--- src/rtl/khu_sensor_pkg.sv ---
// rtl/khu_sensor_pkg.sv - shared constants and types for the ADS1292 sample path
package khu_sensor_pkg;

  localparam int ADS_SAMPLE_W = 24;
  localparam int DROP_CNT_W   = 8;

  // Producer-side handshake state: one write per assertion of i_DATA_VALID
  typedef enum logic {
    ST_IDLE     = 1'b0,
    ST_WAIT_LOW = 1'b1
  } in_state_e;

  // Increment that sticks at all-ones instead of wrapping
  function automatic logic [DROP_CNT_W-1:0] sat_inc(input logic [DROP_CNT_W-1:0] v);
    return (&v) ? v : v + DROP_CNT_W'(1);
  endfunction

endpackage

--- src/rtl/sync_fifo_mem.sv ---
// rtl/sync_fifo_mem.sv - 1W/1R register file with registered, write-through read
module sync_fifo_mem #(
  parameter int DATA_W = 24,
  parameter int ADDR_W = 4
) (
  input  logic              clk_i,
  input  logic              rst_i,
  input  logic              wr_en_i,
  input  logic [ADDR_W-1:0] wr_addr_i,
  input  logic [DATA_W-1:0] wr_data_i,
  input  logic [ADDR_W-1:0] rd_addr_i,
  output logic [DATA_W-1:0] rd_data_o
);

  localparam int DEPTH = 1 << ADDR_W;

  logic [DATA_W-1:0] mem_q [DEPTH];
  logic [DATA_W-1:0] rd_data_q;

  // Storage array: written on the clock edge, never reset
  always_ff @(posedge clk_i) begin
    if (wr_en_i) begin
      mem_q[wr_addr_i] <= wr_data_i;
    end
  end

  // Registered read; forwards the incoming word when it lands on the read slot
  always_ff @(posedge clk_i) begin
    if (rst_i) begin
      rd_data_q <= '0;
    end else if (wr_en_i && (wr_addr_i == rd_addr_i)) begin
      rd_data_q <= wr_data_i;
    end else begin
      rd_data_q <= mem_q[rd_addr_i];
    end
  end

  assign rd_data_o = rd_data_q;

endmodule

--- src/rtl/ads1292_sample_fifo.sv ---
// rtl/ads1292_sample_fifo.sv - elastic ECG sample buffer with drop accounting
module ads1292_sample_fifo
  import khu_sensor_pkg::*;
#(
  parameter int DATA_W      = ADS_SAMPLE_W,
  parameter int DEPTH_LOG2  = 4,
  parameter bit DROP_OLDEST = 1'b1
) (
  input  logic                  i_CLK,
  input  logic                  i_RST,
  input  logic [DATA_W-1:0]     i_DATA,
  input  logic                  i_DATA_VALID,
  output logic                  o_DATA_ACK,
  output logic [DATA_W-1:0]     o_DATA,
  output logic                  o_DATA_VALID,
  input  logic                  i_DATA_ACK,
  input  logic                  i_CLEAR,
  output logic [DEPTH_LOG2:0]   o_COUNT,
  output logic                  o_OVERFLOW,
  output logic [DROP_CNT_W-1:0] o_DROP_CNT
);

  localparam int                  DEPTH     = 1 << DEPTH_LOG2;
  localparam logic [DEPTH_LOG2:0] COUNT_MAX = (DEPTH_LOG2+1)'(DEPTH);
  localparam logic [DEPTH_LOG2:0] CNT_ONE   = (DEPTH_LOG2+1)'(1);
  localparam logic [DEPTH_LOG2-1:0] PTR_ONE = DEPTH_LOG2'(1);

  in_state_e               state_q, state_d;
  logic [DEPTH_LOG2-1:0]   wr_ptr_q, wr_ptr_d;
  logic [DEPTH_LOG2-1:0]   rd_ptr_q, rd_ptr_d;
  logic [DEPTH_LOG2:0]     count_q, count_d;
  logic                    valid_q, valid_d;
  logic                    ack_q, ack_d;
  logic                    ovf_q, ovf_d;
  logic [DROP_CNT_W-1:0]   drop_q, drop_d;
  logic                    full, empty, pop, wr_en, drop;

  // Handshake decode, pointer/count/flag next-state and the input FSM
  always_comb begin
    full     = (count_q == COUNT_MAX);
    empty    = (count_q == '0);
    pop      = i_DATA_ACK && !empty;
    wr_en    = (state_q == ST_IDLE) && i_DATA_VALID && (!full || DROP_OLDEST) && !i_CLEAR;
    // A write into a full buffer only displaces data when no pop frees a slot
    drop     = wr_en && full && !pop;
    state_d  = state_q;
    wr_ptr_d = wr_ptr_q;
    rd_ptr_d = rd_ptr_q;
    count_d  = count_q;
    ack_d    = 1'b0;
    ovf_d    = ovf_q;
    drop_d   = drop_q;
    if (i_CLEAR) begin
      // A sample present during the flush is discarded; wait for the producer to drop it
      state_d  = i_DATA_VALID ? ST_WAIT_LOW : ST_IDLE;
      wr_ptr_d = '0;
      rd_ptr_d = '0;
      count_d  = '0;
      ovf_d    = 1'b0;
      drop_d   = '0;
    end else begin
      ack_d = wr_en;
      if (state_q == ST_IDLE) begin
        if (wr_en) state_d = ST_WAIT_LOW;
      end else begin
        if (!i_DATA_VALID) state_d = ST_IDLE;
      end
      if (wr_en)        wr_ptr_d = wr_ptr_q + PTR_ONE;
      if (pop || drop)  rd_ptr_d = rd_ptr_q + PTR_ONE;
      if (wr_en && !pop && !full) begin
        count_d = count_q + CNT_ONE;
      end else if (pop && !wr_en) begin
        count_d = count_q - CNT_ONE;
      end
      if (drop) begin
        ovf_d  = 1'b1;
        drop_d = sat_inc(drop_q);
      end
    end
    valid_d = (count_d != '0);
  end

  // State, pointer and status registers
  always_ff @(posedge i_CLK) begin
    if (i_RST) begin
      state_q  <= ST_IDLE;
      wr_ptr_q <= '0;
      rd_ptr_q <= '0;
      count_q  <= '0;
      valid_q  <= 1'b0;
      ack_q    <= 1'b0;
      ovf_q    <= 1'b0;
      drop_q   <= '0;
    end else begin
      state_q  <= state_d;
      wr_ptr_q <= wr_ptr_d;
      rd_ptr_q <= rd_ptr_d;
      count_q  <= count_d;
      valid_q  <= valid_d;
      ack_q    <= ack_d;
      ovf_q    <= ovf_d;
      drop_q   <= drop_d;
    end
  end

  // Reading at the next read pointer keeps o_DATA aligned with o_DATA_VALID
  sync_fifo_mem #(
    .DATA_W (DATA_W),
    .ADDR_W (DEPTH_LOG2)
  ) u_mem (
    .clk_i     (i_CLK),
    .rst_i     (i_RST),
    .wr_en_i   (wr_en),
    .wr_addr_i (wr_ptr_q),
    .wr_data_i (i_DATA),
    .rd_addr_i (rd_ptr_d),
    .rd_data_o (o_DATA)
  );

  assign o_DATA_ACK   = ack_q;
  assign o_DATA_VALID = valid_q;
  assign o_COUNT      = count_q;
  assign o_OVERFLOW   = ovf_q;
  assign o_DROP_CNT   = drop_q;

endmodule

--- config.mk ---
export PLATFORM = sky130hd
export DESIGN_NAME = ads1292_sample_fifo
export DESIGN_NICKNAME = d
export VERILOG_FILES = /design/src/rtl/khu_sensor_pkg.sv /design/src/rtl/sync_fifo_mem.sv /design/src/rtl/ads1292_sample_fifo.sv
export SDC_FILE = /design/constraint.sdc
export NUM_CORES = 1
export LEC_CHECK = 0
export BUFFER_PORTS_ARGS = -buffer_cell sky130_fd_sc_hd__buf_2
export CAP_MARGIN = 10
export CORE_UTILIZATION = 40
export DETAILED_ROUTE_END_ITERATION = 8
export PLACE_DENSITY = 0.59
export SLEW_MARGIN = 20
export SYNTH_ARGS = -nofsm -noshare
export SYNTH_HDL_FRONTEND = slang
export SYNTH_SLANG_ARGS = --single-unit
--- constraint.sdc ---
create_clock -name i_CLK -period 3 [get_ports i_CLK]
set_input_delay 0.3 -clock i_CLK [delete_from_list [all_inputs] [get_ports i_CLK]]
set_output_delay 0.3 -clock i_CLK [all_outputs]
set_load 0.01 [all_outputs]
==> results of run 1 <==
==> path summary, 6_finish.rpt <==
kind | end | slack [ns] | cells past startpoint | start
max | u_mem.rd_data_o[20] | 0.12 | 10 | o_COUNT[1]
max reg2reg | u_mem.rd_data_o[20] | 0.12 | 10 | o_COUNT[1]
min | u_mem.mem_q[5][18] | 0.11 | 1 | i_DATA[18]
min reg2reg | o_OVERFLOW | 0.45 | 2 | o_OVERFLOW
==> final cells by class <==
class                           count  area (um2)
Clock inverter                     16         282
Tap cell                          539         674
Fill cell                        3552       21200
Inverter                           10        37.5
Sequential cell                   433       12500
Clock buffer                       68        1360
Timing Repair Buffer              175        1570
Multi-Input combinational cell    652        4580
==> flip-flops by register name, indices dropped and copies added, names as in the netlist <==
signal           count
o_COUNT              5
o_DATA_ACK           1
o_DATA_VALID         1
o_DROP_CNT           8
o_OVERFLOW           1
rd_ptr_q             4
state_q              1
u_mem.mem_q        384
u_mem.rd_data_o     24
wr_ptr_q             4
==> cell families after synthesis <==
group                      synth area share
buffers and inverters                0.0227
and+or+nand+nor                      0.0859
muxes                                0.0748
adders and majority gates           0.00581
DFF                                   0.727
xor gates and xnor gates            0.00923
AOI/OAI and AO/OA                    0.0750
==> cells in the mapped netlist, types with 2 or more instances <==
master and n:
a21oi_1 56, a221oi_1 3, a22oi_1 48, a22oi_4 2, a311oi_1 22, a311oi_2 3
a41oi_1 2, and3_1 4, and4_1 3, buf_1 6, buf_2 24, buf_4 3
buf_6 6, clkbuf_1 30, dfxtp_1 49, edfxtp_1 384, ha_1 8, inv_1 9
mux2i_1 126, nand2_1 138, nand2b_1 4, nand3_1 50, nand4_1 28, nor2_1 67
nor2b_1 8, nor3_1 6, nor3b_1 2, nor4b_1 2, o211a_1 3, o211ai_1 2
o21ai_0 6, o22a_1 23, or3_1 5, or3b_2 2, xnor2_1 8, xor2_1 7
==> what timing repair did <==
action	CTS	global route
gates resized for setup	1	30
hold buffers	1	0
gates cloned	0	2
pin swaps	1	7
setup buffers	4	13
endpoints found under the hold margin	1	0
setup endpoints to repair	6	24
==> stage by stage <==
stage	power (uW)	setup WS [ns]
CTS	13300	0.00134
finish	13300	0.124
global placement	7240	0.0354
floorplan	6980	0.0351
detailed placement	7250	-0.00345
global route	13600	-0.000765
==> routing by layer <==
layer / routed length [um] / track usage / vias to the layer above / share of wire
met5: 0 / 0 / - / 0
met4: 1050 / 0.0642 / 0 / 0.023
met3: 3060 / 0.0435 / 60 / 0.067
met2: 21100 / 0.329 / 376 / 0.46
met1: 20300 / 0.288 / 5315 / 0.45
li1: - / - / 4777 / -
==> power by group through the flow <==
stage	registers (uW)	clock network, uW	logic [uW]
6_report	6630	6120	509
2_1_floorplan	6770	0	215
3_3_place_gp	6760	0	478
5_1_grt	6630	6420	555
3_5_place_dp	6760	0	488
4_1_cts	6630	6190	492
==> flow_summary.json, run 1 <==
{
  "antenna_cells": 0,
  "comb_power_share": 0.038,
  "clock_path_buffers": 3,
  "initial_core_util": 0.408,
  "wl_um": 45500,
  "ctsHtreeMaxLevel": 2,
  "synth-edff-count": 384,
  "clkSinkCount": 433,
  "area.growth.synth_to_final_pct": 22.0,
  "critPathLaunchType": "flop",
  "placedCellCount": 1789,
  "grt_pass1_wl_um": 66800,
  "syn_area_um2": 17200,
  "p_sw_frac": 0.201,
  "ant_nets": 0,
  "fin_tns_setup_ns": 0,
  "hold_class": "input pin to flop",
  "ys_dominant_reg_cell": "edfxtp_1",
  "grtUsageTotal": 0.208,
  "drc_errors": 0,
  "grt_max_degree": 37,
  "synth_area_leader_cell": "edfxtp_1",
  "fmax_ghz": 0.348,
  "hpwl_um": 27000,
  "synth_area_leaders": "edfxtp_1 (67%), mux2i_1 (7.3%), dfxtp_1 (5.7%), nand2_1 (3.0%), a22oi_1 (2.1%)",
  "slew_headroom": 0.567,
  "final_util": 0.498,
  "timing_worst_setup_path_type": "flop to flop",
  "p_int_uw": 10600,
  "p_switching_uw": 2670,
  "max_stage_delay_ns": 0.51,
  "grt_pass1_vias": 10200,
  "cts_buffers": 46,
  "skew_ns": 0.0152,
  "cp_data_arrival_time_ns": 3.35,
  "critical_path_buf_inv_count": 3,
  "final_cells": 1893,
  "layout-drive-gt1-share": 0.218,
  "dieArea_um2": 43900,
  "antenna_found_initial": 0,
  "routedWlPerCell_um": 24.1,
  "cts_tree": "built",
  "finish.net_count": 1355,
  "layout_common_cells": "edfxtp_1 (384), nand2_1 (138), mux2i_1 (123)",
  "fp.coreArea_um2": 42200,
  "ys_seq_area_frac": 0.727,
  "placed_cell_area_um2": 19000,
  "slowest_stage": "or4b_4",
  "synthesis.nets": 1202,
  "yosysWarnings": 0,
  "grt-ovfl-total": 0,
  "cts-root-buf": "clkbuf_16",
  "p_per_area_nw_per_um2": 631,
  "slew_violations": 0,
  "die_height_um": 209,
  "clk_latency_ns": 0.57,
  "power_frac_seq": 0.500,
  "synth_area_per_cell_um2": 14.8,
  "status": "finished, final reports clean",
  "cp_cell_sequence": "inv_2, ha_4, or4b_4, a22oi_4, buf_6, mux2_4, buf_4, mux2i_1, o22a_1, a311oi_1",
  "hold_ws_ns": 0.110,
  "path_max_fanout": 20,
  "fin_area_um2": 21000,
  "path_clk_slew_ns": 0.06,
  "leakage_uw": 0.00721,
  "dr.pass1.iters": 4,
  "p_clk_frac": 0.461,
  "max-vdd-ir-drop_mv": 0.387,
  "drtIter0Drc": 964,
  "ioPinCount": 69,
  "netlist-cell-type-count": 52,
  "dieWidth_um": 209,
  "final-hold-violation-count": 0,
  "netlist.area_leader.share": 0.670,
  "maxCapViolCount": 0,
  "vias": 10500,
  "portBuffers": 68,
  "core.rowCount": 75,
  "viasPerCell": 5.56,
  "endpoint_kind": "flop",
  "cp.required_ns": 3.48,
  "async_flop_share": 0,
  "period_needed_ns": 2.88,
  "final.period_utilization": 0.959,
  "ys_ff_latch": 433,
  "critPathTopFamily": "compound AO/OA/AOI/OAI gates",
  "mostFrequentLayoutCell": "edfxtp_1",
  "setup_viol": 0,
  "syn_inst": 1165,
  "place_congestion": 0.793,
  "tightest_slew_ns": 0.649
}
Power figures use the tool's default switching activity.
==> run 2, diff against run 1 <==
--- a/config.mk
+++ b/config.mk
@@ -5,6 +5,7 @@
 export SDC_FILE = /design/constraint.sdc
 export NUM_CORES = 1
 export LEC_CHECK = 0
+export ABC_AREA = 1
 export BUFFER_PORTS_ARGS = -buffer_cell sky130_fd_sc_hd__buf_2
 export CAP_MARGIN = 10
 export CORE_UTILIZATION = 40
==> flow_summary.json, run 2 <==
{
  "ys_ff_latch": 433,
  "antenna_found_initial": 6,
  "top_register": "u_mem.mem_q",
  "ant_nets": 0,
  "clk_latency_ns": 0.58,
  "setup_viol": 0,
  "netlist.area_leader.share": 0.588,
  "mostFrequentLayoutCell": "inv_1",
  "path_max_fanout": 37,
  "path_clk_slew_ns": 0.06,
  "period_needed_ns": 2.75,
  "portBuffers": 68,
  "grt_pass1_wl_um": 82600,
  "skew_ns": 0.0170,
  "core.rowCount": 80,
  "place_congestion": 0.804,
  "dieArea_um2": 49900,
  "synth_area_leaders": "edfxtp_1 (59%), nand3_1 (9.4%), inv_1 (8.4%), nand4_1 (6.2%), dfxtp_1 (5.0%)",
  "async_flop_share": 0,
  "cp.required_ns": 3.48,
  "timing_worst_setup_path_type": "flop to flop",
  "fin_tns_setup_ns": 0,
  "cts_tree": "built",
  "dieWidth_um": 223,
  "yosysWarnings": 0,
  "drc_errors": 0,
  "final_cells": 2650,
  "dr.pass1.iters": 5,
  "layout_common_cells": "inv_1 (435), edfxtp_1 (384), nand3_1 (368)",
  "syn_area_um2": 19600,
  "die_height_um": 223,
  "grtUsageTotal": 0.218,
  "synthTopCellsByCount": "inv_1 (437), edfxtp_1 (384), nand3_1 (368), nand2_1 (247), nand4_1 (194)",
  "maxCapViolCount": 0,
  "syn_inst": 1966,
  "placedCellCount": 2561,
  "max-vdd-ir-drop_mv": 0.375,
  "grt_pass1_vias": 13800,
  "slew_headroom": 0.519,
  "p_per_area_nw_per_um2": 603,
  "ioPinCount": 69,
  "rsz0062_at_grt": "false",
  "synth-edff-count": 384,
  "layout-drive-gt1-share": 0.105,
  "fmax_ghz": 0.364,
  "routedWlPerCell_um": 20.4,
  "endpoint_kind": "flop",
  "tightest_slew_ns": 0.722,
  "cts_buffers": 45,
  "area.growth.synth_to_final_pct": 14.4,
  "final.period_utilization": 0.915,
  "synth_area_per_cell_um2": 9.98,
  "viasPerCell": 5.36,
  "wl_um": 54100,
  "drtIter0Drc": 1155,
  "slew_violations": 0,
  "grt-ovfl-total": 0,
  "hpwl_um": 27900,
  "clkSinkCount": 433,
  "setup_slack_ns": 0.255,
  "place_ws_ns": 0.207,
  "netlist-cell-type-count": 34,
  "hold_class": "input pin to flop",
  "clock_path_buffers": 3,
  "finish.net_count": 2034,
  "ys_seq_area_frac": 0.638,
  "largest_register_ffs": 384,
  "synth_most_common_cell": "inv_1",
  "final_util": 0.467,
  "critPathLaunchType": "flop",
  "fp.coreArea_um2": 48000,
  "cts-root-buf": "clkbuf_16",
  "grt_max_degree": 117,
  "ctsHtreeMaxLevel": 2,
  "final-hold-violation-count": 0,
  "synth_area_leader_cell": "edfxtp_1",
  "status": "finished, final reports clean",
  "cp_data_arrival_time_ns": 3.23,
  "leakage_uw": 0.00955,
  "synthesis.nets": 2003,
  "initial_core_util": 0.408,
  "ys_dominant_reg_cell": "edfxtp_1",
  "vias": 14200
}
[run 2: layout make-up]
cell class	count	area, um2
inverters	438	1650
fillers	4422	25600
clock buffers	54	1170
multi-input cells	967	4980
repair buffers	112	1020
well taps	615	769
flip-flops and latches	433	12500
clock inverters	29	349
diodes	2	5.00
[run 2: kinds of logic after synthesis]
family | count (synthesis) | synth area share
AND/OR/NAND/NOR | 919 | 0.229
flip-flops | 433 | 0.638
buffers and inverters | 566 | 0.116
adder cells (fa/ha/maj) | 8 | 0.00510
XOR/XNOR | 2 | 0.000893
AO/OA/AOI/OAI | 38 | 0.0110
[run 2: metal layers]
| metal | vias to the layer above | global-route usage | wire length, um |
|---|---|---|---|
| met5 | - | 0 | 48 |
| met4 | 8 | 0.0875 | 1590 |
| met3 | 113 | 0.0383 | 3660 |
| met2 | 495 | 0.365 | 25800 |
| met1 | 6901 | 0.280 | 22900 |
| li1 | 6687 | - | - |
[run 2: metrics by stage]
| step | hold slack [ns] | instance area, um2 | power [uW] |
|---|---|---|---|
| final | 0.0824 | 22500 | 13500 |
| after global routing | 0.0770 | 22400 | 14000 |
| after CTS | 0.0509 | 22400 | 13600 |
| after detailed placement | 0.468 | 20900 | 7910 |
| after global placement | 0.451 | 20900 | 7890 |
| after floorplan | 0.379 | 19600 | 7470 |
[run 2: path summary, 6_finish.rpt]
path	from	endpoint	slack, ns	cells past startpoint
setup reg to reg	o_COUNT[0]	u_mem.rd_data_o[10]	0.25	17
hold / removal	i_CLEAR	o_COUNT[1]	0.08	2
setup / recovery	o_COUNT[0]	u_mem.rd_data_o[10]	0.25	17
hold reg to reg	o_OVERFLOW	o_OVERFLOW	0.47	2
[run 2: where the power goes]
group	total (uW)	switching (uW)	internal, uW
combinational	1120	792	324
sequential	6680	51.1	6630
clock	5750	2350	3400
[run 2: critical path, stage by stage (launching register included)]
cell and delay (ns):
dfxtp_1 0.38, inv_1 0.11, ha_1 0.25, nand2_1 0.11, nor2_2 0.05, nand2_2 0.13
nand2_4 0.12, nand2_8 0.20, nand3_4 0.16, nand2_1 0.09, nand2_1 0.06, nor2_2 0.15
nand3b_4 0.20, buf_12 0.26, nor2_1 0.16, nor2_1 0.06, nand2_1 0.09, inv_1 0.04
[run 2: repair_timing]
| action | 4_1_cts | 5_1_grt |
|---|---|---|
| gates resized for setup | 0 | 1 |
| buffers inserted | 0 | 3 |
| hold buffers | 1 | 0 |
| hold endpoints to repair | 1 | 0 |
| setup endpoints to repair | 0 | 2 |
